## config.mk

```make
export PLATFORM = sky130hd
export DESIGN_NAME = axi_addr_arb_flat
export DESIGN_NICKNAME = d
export VERILOG_FILES = /design/src/rtl/axi_addr_arb_pkg.sv /design/src/rtl/axi_addr_arb_if.sv /design/src/rtl/axi_addr_arb_pick.sv /design/src/rtl/axi_addr_arb.sv /design/src/flat_wrapper.sv
export SDC_FILE = /design/constraint.sdc
export NUM_CORES = 1
export LEC_CHECK = 0
export ABC_AREA = 1
export CAP_MARGIN = 25
export CORE_AREA = 2 2 125 127
export CTS_CLUSTER_DIAMETER = 50
export CTS_CLUSTER_SIZE = 40
export DETAILED_ROUTE_END_ITERATION = 12
export DIE_AREA = 0 0 127 129
export PLACE_DENSITY = 0.83
export SKIP_CTS_REPAIR_TIMING = 1
export SLEW_MARGIN = 5
export SYNTH_ARGS = -nofsm -noshare
export SYNTH_HDL_FRONTEND = slang
export SYNTH_SLANG_ARGS = --single-unit
```

## constraint.sdc

```tcl
create_clock -name clk -period 4.6 [get_ports clk]
set_input_delay 1.15 -clock clk [delete_from_list [all_inputs] [get_ports clk]]
set_output_delay 1.15 -clock clk [all_outputs]
set_load 0.1 [all_outputs]
```

## src/rtl/axi_addr_arb_pkg.sv

```systemverilog
// Shared types and helpers for the 3:1 AXI address-channel arbiter.
package axi_arb_pkg;

    localparam int unsigned NUM_CH = 3;
    localparam int unsigned IDX_W  = 2;

    typedef enum logic [1:0] {
        ARB_FIXED = 2'd0,
        ARB_RR    = 2'd1,
        ARB_WRR   = 2'd2,
        ARB_RSVD  = 2'd3
    } arb_mode_e;

    typedef logic [IDX_W-1:0] ch_idx_t;

    // Round-robin successor: 0 -> 1 -> 2 -> 0.
    function automatic ch_idx_t next_idx(ch_idx_t idx);
        return (idx >= ch_idx_t'(NUM_CH - 1)) ? ch_idx_t'(0) : idx + ch_idx_t'(1);
    endfunction

endpackage

```

## src/rtl/axi_addr_arb_if.sv

```systemverilog
// Address-channel bundle: three upstream requesters and one downstream port.
interface axi_addr_arb_if #(
    parameter int unsigned PLD_W = 64
);
    import axi_arb_pkg::*;

    logic [NUM_CH-1:0] s_valid;
    logic [NUM_CH-1:0] s_ready;
    logic [PLD_W-1:0]  s_pld0;
    logic [PLD_W-1:0]  s_pld1;
    logic [PLD_W-1:0]  s_pld2;
    logic              m_valid;
    logic              m_ready;
    logic [PLD_W-1:0]  m_pld;
    ch_idx_t           m_src;

    // Arbiter side.
    modport slave (
        input  s_valid, s_pld0, s_pld1, s_pld2, m_ready,
        output s_ready, m_valid, m_pld, m_src
    );

    // Requester/consumer side.
    modport master (
        output s_valid, s_pld0, s_pld1, s_pld2, m_ready,
        input  s_ready, m_valid, m_pld, m_src
    );

endinterface

```

## src/rtl/axi_addr_arb_pick.sv

```systemverilog
// Combinational rotate-priority picker: first set bit of req_i scanning from start_i.
module axi_arb_pick
    import axi_arb_pkg::*;
(
    input  logic [NUM_CH-1:0] req_i,
    input  ch_idx_t           start_i,
    output ch_idx_t           win_o,
    output logic              any_o
);

    ch_idx_t idx_c;
    logic    found_c;

    always_comb begin
        win_o   = start_i;
        found_c = 1'b0;
        idx_c   = start_i;
        for (int unsigned k = 0; k < NUM_CH; k++) begin
            if (!found_c && req_i[idx_c]) begin
                win_o   = idx_c;
                found_c = 1'b1;
            end
            idx_c = next_idx(idx_c);
        end
    end

    assign any_o = |req_i;

endmodule

```

## src/rtl/axi_addr_arb.sv

```systemverilog
// 3:1 AXI address-channel arbiter (fixed / round-robin / weighted RR) with a 1-entry output register.
// Optional per-channel grant counters when AXI_ARB_STATS_EN is defined.
module axi_addr_arb
    import axi_arb_pkg::*;
#(
    parameter int unsigned PLD_W = 64,
    parameter int unsigned CNT_W = 16
) (
    input  logic             clk,
    input  logic             rst_n,
    input  logic             arb_en,
    input  logic [1:0]       arb_mode,
    input  logic [CNT_W-1:0] weight0,
    input  logic [CNT_W-1:0] weight1,
    input  logic [CNT_W-1:0] weight2,
`ifdef AXI_ARB_STATS_EN
    input  logic             stats_clr,
    output logic [31:0]      gnt_cnt0,
    output logic [31:0]      gnt_cnt1,
    output logic [31:0]      gnt_cnt2,
`endif
    axi_addr_arb_if.slave    bus
);

    arb_mode_e         mode;
    logic [NUM_CH-1:0] req;
    logic [NUM_CH-1:0] owner_mask;
    logic [NUM_CH-1:0] ready_c;
    logic [CNT_W-1:0]  owner_weight;
    logic [CNT_W-1:0]  owner_limit;
    logic [PLD_W-1:0]  win_pld;
    ch_idx_t           pick_start;
    ch_idx_t           pick_win;
    ch_idx_t           win;
    logic              pick_any;
    logic              owner_keep;
    logic              load;
    logic              grant;

    logic              m_valid_q, m_valid_d;
    logic [PLD_W-1:0]  m_pld_q,   m_pld_d;
    ch_idx_t           m_src_q,   m_src_d;
    ch_idx_t           last_q,    last_d;
    logic [CNT_W-1:0]  cnt_q,     cnt_d;

    assign mode = arb_mode_e'(arb_mode);
    assign req  = arb_en ? bus.s_valid : {{(NUM_CH-1){1'b0}}, bus.s_valid[0]};
    assign load = ~m_valid_q | bus.m_ready;

    always_comb begin
        case (last_q)
            ch_idx_t'(0): owner_weight = weight0;
            ch_idx_t'(1): owner_weight = weight1;
            default:      owner_weight = weight2;
        endcase
    end

    // A zero weight still grants once per turn; cnt_q == 0 means nobody owns the grant yet.
    assign owner_limit = (owner_weight == '0) ? CNT_W'(1) : owner_weight;
    assign owner_mask  = NUM_CH'(1) << last_q;
    assign owner_keep  = (mode == ARB_WRR) && |(req & owner_mask)
                         && (cnt_q != '0) && (cnt_q < owner_limit);

    assign pick_start = (mode == ARB_RR || mode == ARB_WRR) ? next_idx(last_q) : ch_idx_t'(0);

    axi_arb_pick u_pick (
        .req_i   (req),
        .start_i (pick_start),
        .win_o   (pick_win),
        .any_o   (pick_any)
    );

    assign win     = owner_keep ? last_q : pick_win;
    assign grant   = rst_n & load & pick_any;
    assign ready_c = grant ? (NUM_CH'(1) << win) : '0;

    always_comb begin
        case (win)
            ch_idx_t'(0): win_pld = bus.s_pld0;
            ch_idx_t'(1): win_pld = bus.s_pld1;
            default:      win_pld = bus.s_pld2;
        endcase
    end

    always_comb begin
        m_valid_d = m_valid_q;
        m_pld_d   = m_pld_q;
        m_src_d   = m_src_q;
        last_d    = last_q;
        cnt_d     = cnt_q;
        if (load) begin
            m_valid_d = pick_any;
        end
        if (grant) begin
            m_pld_d = win_pld;
            m_src_d = win;
            last_d  = win;
            // Consecutive-grant count saturates; a handover (or WRR limit hit) restarts at 1.
            if (owner_keep || (mode != ARB_WRR && win == last_q)) begin
                cnt_d = (cnt_q == '1) ? cnt_q : cnt_q + CNT_W'(1);
            end else begin
                cnt_d = CNT_W'(1);
            end
        end
    end

    always_ff @(posedge clk) begin
        if (!rst_n) begin
            m_valid_q <= 1'b0;
            m_pld_q   <= '0;
            m_src_q   <= ch_idx_t'(0);
            last_q    <= ch_idx_t'(2);
            cnt_q     <= '0;
        end else begin
            m_valid_q <= m_valid_d;
            m_pld_q   <= m_pld_d;
            m_src_q   <= m_src_d;
            last_q    <= last_d;
            cnt_q     <= cnt_d;
        end
    end

    assign bus.s_ready = ready_c;
    assign bus.m_valid = m_valid_q;
    assign bus.m_pld   = m_pld_q;
    assign bus.m_src   = m_src_q;

`ifdef AXI_ARB_STATS_EN
    localparam int unsigned STAT_W = 32;

    logic [STAT_W-1:0] gnt_cnt_q [NUM_CH];

    // Clear has priority over a coincident grant.
    always_ff @(posedge clk) begin
        if (!rst_n || stats_clr) begin
            for (int unsigned i = 0; i < NUM_CH; i++) begin
                gnt_cnt_q[i] <= '0;
            end
        end else begin
            for (int unsigned i = 0; i < NUM_CH; i++) begin
                if (bus.s_valid[i] && ready_c[i]) begin
                    gnt_cnt_q[i] <= gnt_cnt_q[i] + STAT_W'(1);
                end
            end
        end
    end

    assign gnt_cnt0 = gnt_cnt_q[0];
    assign gnt_cnt1 = gnt_cnt_q[1];
    assign gnt_cnt2 = gnt_cnt_q[2];
`endif

endmodule

```

## src/flat_wrapper.sv

```systemverilog
// flat-port wrapper written by rule: the top's interface ports become plain ports
module axi_addr_arb_flat import axi_arb_pkg::*;
#(
    parameter int unsigned PLD_W = 64,
    parameter int unsigned CNT_W = 16
)
  (clk, rst_n, arb_en, arb_mode, weight0, weight1, weight2, bus_s_valid, bus_s_pld0, bus_s_pld1, bus_s_pld2, bus_m_ready, bus_s_ready, bus_m_valid, bus_m_pld, bus_m_src);
  axi_addr_arb_if #(.PLD_W(PLD_W)) bus_i ();
  input  logic clk;
  input  logic rst_n;
  input  logic arb_en;
  input  logic [1:0] arb_mode;
  input  logic [CNT_W-1:0] weight0;
  input  logic [CNT_W-1:0] weight1;
  input  logic [CNT_W-1:0] weight2;
  input wire logic [$bits(bus_i.s_valid)-1:0] bus_s_valid;
  input wire logic [$bits(bus_i.s_pld0)-1:0] bus_s_pld0;
  input wire logic [$bits(bus_i.s_pld1)-1:0] bus_s_pld1;
  input wire logic [$bits(bus_i.s_pld2)-1:0] bus_s_pld2;
  input wire logic [$bits(bus_i.m_ready)-1:0] bus_m_ready;
  output wire logic [$bits(bus_i.s_ready)-1:0] bus_s_ready;
  output wire logic [$bits(bus_i.m_valid)-1:0] bus_m_valid;
  output wire logic [$bits(bus_i.m_pld)-1:0] bus_m_pld;
  output wire logic [$bits(bus_i.m_src)-1:0] bus_m_src;
  assign bus_i.s_valid = bus_s_valid;
  assign bus_i.s_pld0 = bus_s_pld0;
  assign bus_i.s_pld1 = bus_s_pld1;
  assign bus_i.s_pld2 = bus_s_pld2;
  assign bus_i.m_ready = bus_m_ready;
  assign bus_s_ready = bus_i.s_ready;
  assign bus_m_valid = bus_i.m_valid;
  assign bus_m_pld = bus_i.m_pld;
  assign bus_m_src = bus_i.m_src;
  axi_addr_arb #(.PLD_W(PLD_W), .CNT_W(CNT_W)) u_core (.clk(clk), .rst_n(rst_n), .arb_en(arb_en), .arb_mode(arb_mode), .weight0(weight0), .weight1(weight1), .weight2(weight2), .bus(bus_i));
endmodule
```

Yosys cells after proc, flatten, opt, wreduce, memory -nomap -nowiden
Cells that the tools add are included.
Widths: inputs -> output; s select.

storage, ports and cells
  output and inout bits = 70
  bits in registers = 85

cells by class
  bitwise operators = 5
  multiplexer cells = 22
  eq/ne operators = 8
  magnitude comparators = 7
  shifts and indexed selects = 2
  reductions and logical operators = 17
  $add $sub $neg = 4

operators by type and width
  cell                   number
  $pmux 64 s2            1
  $mux 16                3
  $pmux 16 s2            1
  $add 16x1->16 const B  1
  $eq 16x16->1 const B   1
  $logic_not 16->1       1
  $lt 16x16->1           1
  $reduce_bool 16->1     1
  $mux 2                 7
  $lt 2x3->1 const B     3
  $add 2x1->2 const B    3
  $bmux 1 s2             3
  $eq 2x1->1 const B     3
  $ge 2x2->1 const B     3
  $logic_and 1x1->1      6
  $mux 3                 2
  $reduce_or 3->1        2
  $shl 1x2->3 const A    2
  $mux 1                 5
  $logic_not 2->1        2
  $ne 2x2->1 const B     2
  $and 3x3->3            1
  $and 1x1->1            2
  $eq 2x2->1             1
  other kinds (6)        8

Logic depth before layout (Yosys ltp)
  depth in word-level cells = 18
  gate-level depth with buffers = 29

Cells and area by module
A second synthesis with hierarchy kept.

unflattened totals
  cell total of the unflattened synthesis = 1120
  area, all modules = 6511.2 sq um

by module, submodules not included
  module        times used  area each (sq um)  cells each
  axi_addr_arb  1           6324.8             1083
  axi_arb_pick  1           186.4              37

Worst setup path before layout
OpenSTA, ideal clock, no wires.

  path type = input to output
  start = input port arb_mode[0]
  end = output port bus_s_ready[0]
  data arrival time = 4029 ps
  buffers on the path = 0
  path slack = -579 ps
  stages = 15
  cells stage by stage = inv_1 ha_1 nor2_1 a21oi_1 a22oi_1 inv_1 nor2_2 nand2_1 o211ai_1 o21ai_1 inv_1 nand2_1 o21ai_2 nand2_1 nor2_1

on the way
  cells in the longest elaborated chain, start to end = 15

ends and longest elaborated chain
  item                                                  line                source
  start, declared                                       flat_wrapper.sv:12  input logic [1:0] arb_mode;
  branches (longest 12 deep; another with $add 2x1->2)  --
  $mux 2 (*)                                            axi_addr_arb.sv:73  assign win = owner_keep ? last_q : pick_win;
  $shl 1x2->3 (*)                                       axi_addr_arb.sv:75  assign ready_c = grant ? (NUM_CH'(1) << win) : '0;
  $mux 3 (*)                                            axi_addr_arb.sv:75
  end, declared                                         flat_wrapper.sv:21  output wire logic [$bits(bus_i.s_ready)-1:0] bus_s_ready;

Mark *: on every way between the ends. The select of a mux whose other input is x is not followed.

Worst setup path in the final report
  start = input port weight1[8]
  end = output port bus_s_ready[0]

on the way
  cells in the longest elaborated chain, start to end = 8

ends and longest elaborated chain
  item                   line                source
  start, declared        flat_wrapper.sv:14  input logic [CNT_W-1:0] weight1;
  $pmux 16 s2 (*)        axi_addr_arb.sv:51  case (last_q)
  $logic_not 16->1       axi_addr_arb.sv:59  assign owner_limit = (owner_weight == '0) ? CNT_W'(1) : owner_weight;
  $mux 16 (*)            axi_addr_arb.sv:59
  $lt 16x16->1 (*)       axi_addr_arb.sv:62  && (cnt_q != '0) && (cnt_q < owner_limit);
  $logic_and 1x1->1 (*)  axi_addr_arb.sv:62
  $mux 2 (*)             axi_addr_arb.sv:73
  $shl 1x2->3 (*)        axi_addr_arb.sv:75
  $mux 3 (*)             axi_addr_arb.sv:75

Every way passes the cells marked *; elsewhere a longest branch is shown, timed or not.

==> summary.md <==
| Metric | Value |
|---|---|
| CP startpoint kind | `primary input` |
| Detailed Place HPWL | `15.68 mm` |
| Endpoints failing hold | `0` |
| Share of cells above drive strength 1 | `0.1183` |
| Asr flop ratio synth | `0` |
| Place WS | `-0.2195 ns` |
| Worst Setup Path Type | `primary input to primary output` |
| Skew final | `0.007250 ns` |
| Number of global-route vias before repair | `6692` |
| Starting Density | `0.3652` |
| Post-Layout Cell Count | `1329` |
| CTS tree | `done` |
| Crit path time final | `4.605 ns` |
| Antenna Nets Post-Route | `0` |
| Most used DFF post-synth | `dfxtp_1` |
| Nets | `1404` |
| Core ar. | `14980 um^2` |
| # port buffers | `318` |
| Fin util | `0.6389` |
| DRC errors left | `0` |
| Flops & latches, synth | `84` |
| Synth cell count leaders | `nand2_1 (303), dfxtp_1 (84), a21oi_1 (82)` |
| Cell with the most instances after synthesis | `nand2_1` |
| Die height | `129 um` |
| Maximum Capacitance Violations | `0` |
| Worst skew pair latency | `0.35 ns` |
| Multi-input gate area | `3570 um^2` |
| Synth area leaders | `dfxtp_1 (31%), nand2_1 (21%), a41oi_1 (9.8%)` |
| Worst Path Max Fanout | `6` |
| Post-route setup slack | `-0.004505 ns` |
| Kind of cell adding the most delay to the critical path | `simple AND/OR/NAND/NOR gates` |
| Max incr delay on CP | `0.46 ns` |
| Ports | `319` |
| Yosys warning count | `0` |
| Pre-antenna DRT Iters | `5` |
| Hold WC Path Type | `flip-flop to flip-flop` |
| Maximum number of pins on one net before global-route repair | `78` |
| CTS sink count | `84` |
| Fin crit share | `1.001` |
| Cells along the critical path | `clkdlybuf4s50_1, nand3_1, nand3_2, inv_1, ha_1, a21oi_1, nand3b_1, a21oi_2, nor3_2, buf_4, nand2_8, o21ai_4, nand2_2, nor2_4, buf_12` |
| Clk root buf | `clkbuf_16` |
| Synthesized area per cell | `6.589 um^2` |
| Total placed cells including tap cells | `1310` |
| Worst-path clk slew | `0.06 ns` |
| Max clock buf depth | `2` |
| Htree depth | `3` |
| Pwr dens | `386.3 nW/um^2` |
| WL/cell | `16.60 um` |
| Drt total wl | `22.06 mm` |
| Area growth syn-to-layout | `74.97%` |
| 1st-iter DRT viols | `316` |
| Final setup fails | `1` |
| Total GRT Usage | `0.2525` |
| Post-Syn Instances | `830` |
| Synth area leader | `dfxtp_1` |
| Register area | `1682 um^2` |
| Slew HR | `0.2999` |
| Initial antenna violation count | `0` |
| Failing checks | `negative setup slack` |
| Status | `finished with violations` |
| Gp weighted congestion | `0.9089` |
| Num rows | `45` |
| Top cell type's share of synthesized area | `0.3075` |
| TritonCTS buffer count | `9` |
| Slew @ Worst Pin | `1.047 ns` |
| Max Freq | `217.2 MHz` |
| Die Footprint | `16380 um^2` |
| Slowest cell on crit path | `clkdlybuf4s50_1` |
| Syn_nets | `1097` |
| Post-synthesis cell area | `5469 um^2` |
| Critical Path RT | `3.45 ns` |
| N_diodes | `0` |
| EDFF count, synth | `0` |
| Die span in x | `127 um` |
| WP buf/inv | `4` |
| Part of the Yosys area used for sequential elements | `0.3075` |
| Fillers | `1279` |
| Power, Total | `3.697 mW` |
| Max VDD drop | `0.2667 mV` |
| Finished Cell Area | `9569 um^2` |
| Arrival time worst endpoint | `3.45 ns` |
| Vias post-DR | `6972` |
| Area after DPL | `8857 um^2` |
| Drt via density | `5.246` |
| Synth cell types | `37` |
| Global-route wire length before repair | `33.32 mm` |
| Grt ovf | `0` |
| Worst Setup End Kind | `primary output` |
| Leak | `4.230 nW` |
| Post-Route Setup TNS | `-0.004505 ns` |
| Fin. max-slew vios | `0` |
| Final hold slack | `0.4867 ns` |
placed cells by master (no fill, tap or decap), types with 10 or more instances in the layout:
cell	instances
dfxtp_1	84
nor2_2	10
buf_4	31
a41oi_1	61
nand3_2	24
clkdlybuf4s50_1	270
nand3_1	27
xor2_1	11
inv_1	55
nand2_1	294
nor2_1	33
a21oi_1	78
inv_2	12
o21ai_0	13
dlymetal6s2s_1	44
worst min-delay path: cells and delay by family (launching register included):
family          cells  cell delay [ns]
compound gates      1             0.06
flops               1             0.32
simple gates        1             0.07
final timing paths:
| kind | startpoint | end | slack [ns] | cells past startpoint |
|---|---|---|---|---|
| min | u_core.bus.m_src[1] | u_core.bus.m_src[1] | 0.49 | 2 |
| min reg2reg | u_core.bus.m_src[1] | u_core.bus.m_src[1] | 0.49 | 2 |
| max reg2reg | u_core.last_q[0] | u_core.bus.m_pld[50] | 0.78 | 19 |
| max | weight1[8] | bus_s_ready[0] | -0.005 | 15 |
flip-flops by register name, indices dropped and copies added, names as in the netlist:
name	cells
u_core.bus.m_pld	64
u_core.cnt_q	16
u_core.last_q	2
u_core.bus.m_src	1
u_core.bus.m_valid	1
area by class of cell:
class                      count  share of cell area
multi-input combinational    625              0.3730
timing repair buffer         350              0.3732
tap                          188             0.02458
clock buffer                  11             0.02432
inverter                      67             0.02628
clock inverter                 4            0.002877
sequential                    84              0.1757
layer usage:
metal	up-vias	share of wire	track usage
li1	3404	-	-
met1	3200	0.38	0.2883
met2	310	0.49	0.4279
met3	58	0.095	0.08732
met4	0	0.037	0.1157
met5	-	0	0
power by group:
part | internal, mW | leakage (nW) | switching (mW)
clock network | 0.362 | 0.118 | 0.298
logic | 0.679 | 3.41 | 1.42
registers | 0.843 | 0.701 | 0.0897
kinds of logic (layout without fill, tap and decap cells):
logic type | after synthesis | after routing | synth area share
buf+inv | 121 | 432 | 0.09906
fa+ha+maj | 18 | 18 | 0.04118
flops | 84 | 84 | 0.3075
simple gates | 423 | 423 | 0.3242
compound gates | 172 | 172 | 0.2089
xor+xnor | 12 | 12 | 0.01922
Power figures use the tool's default switching activity.
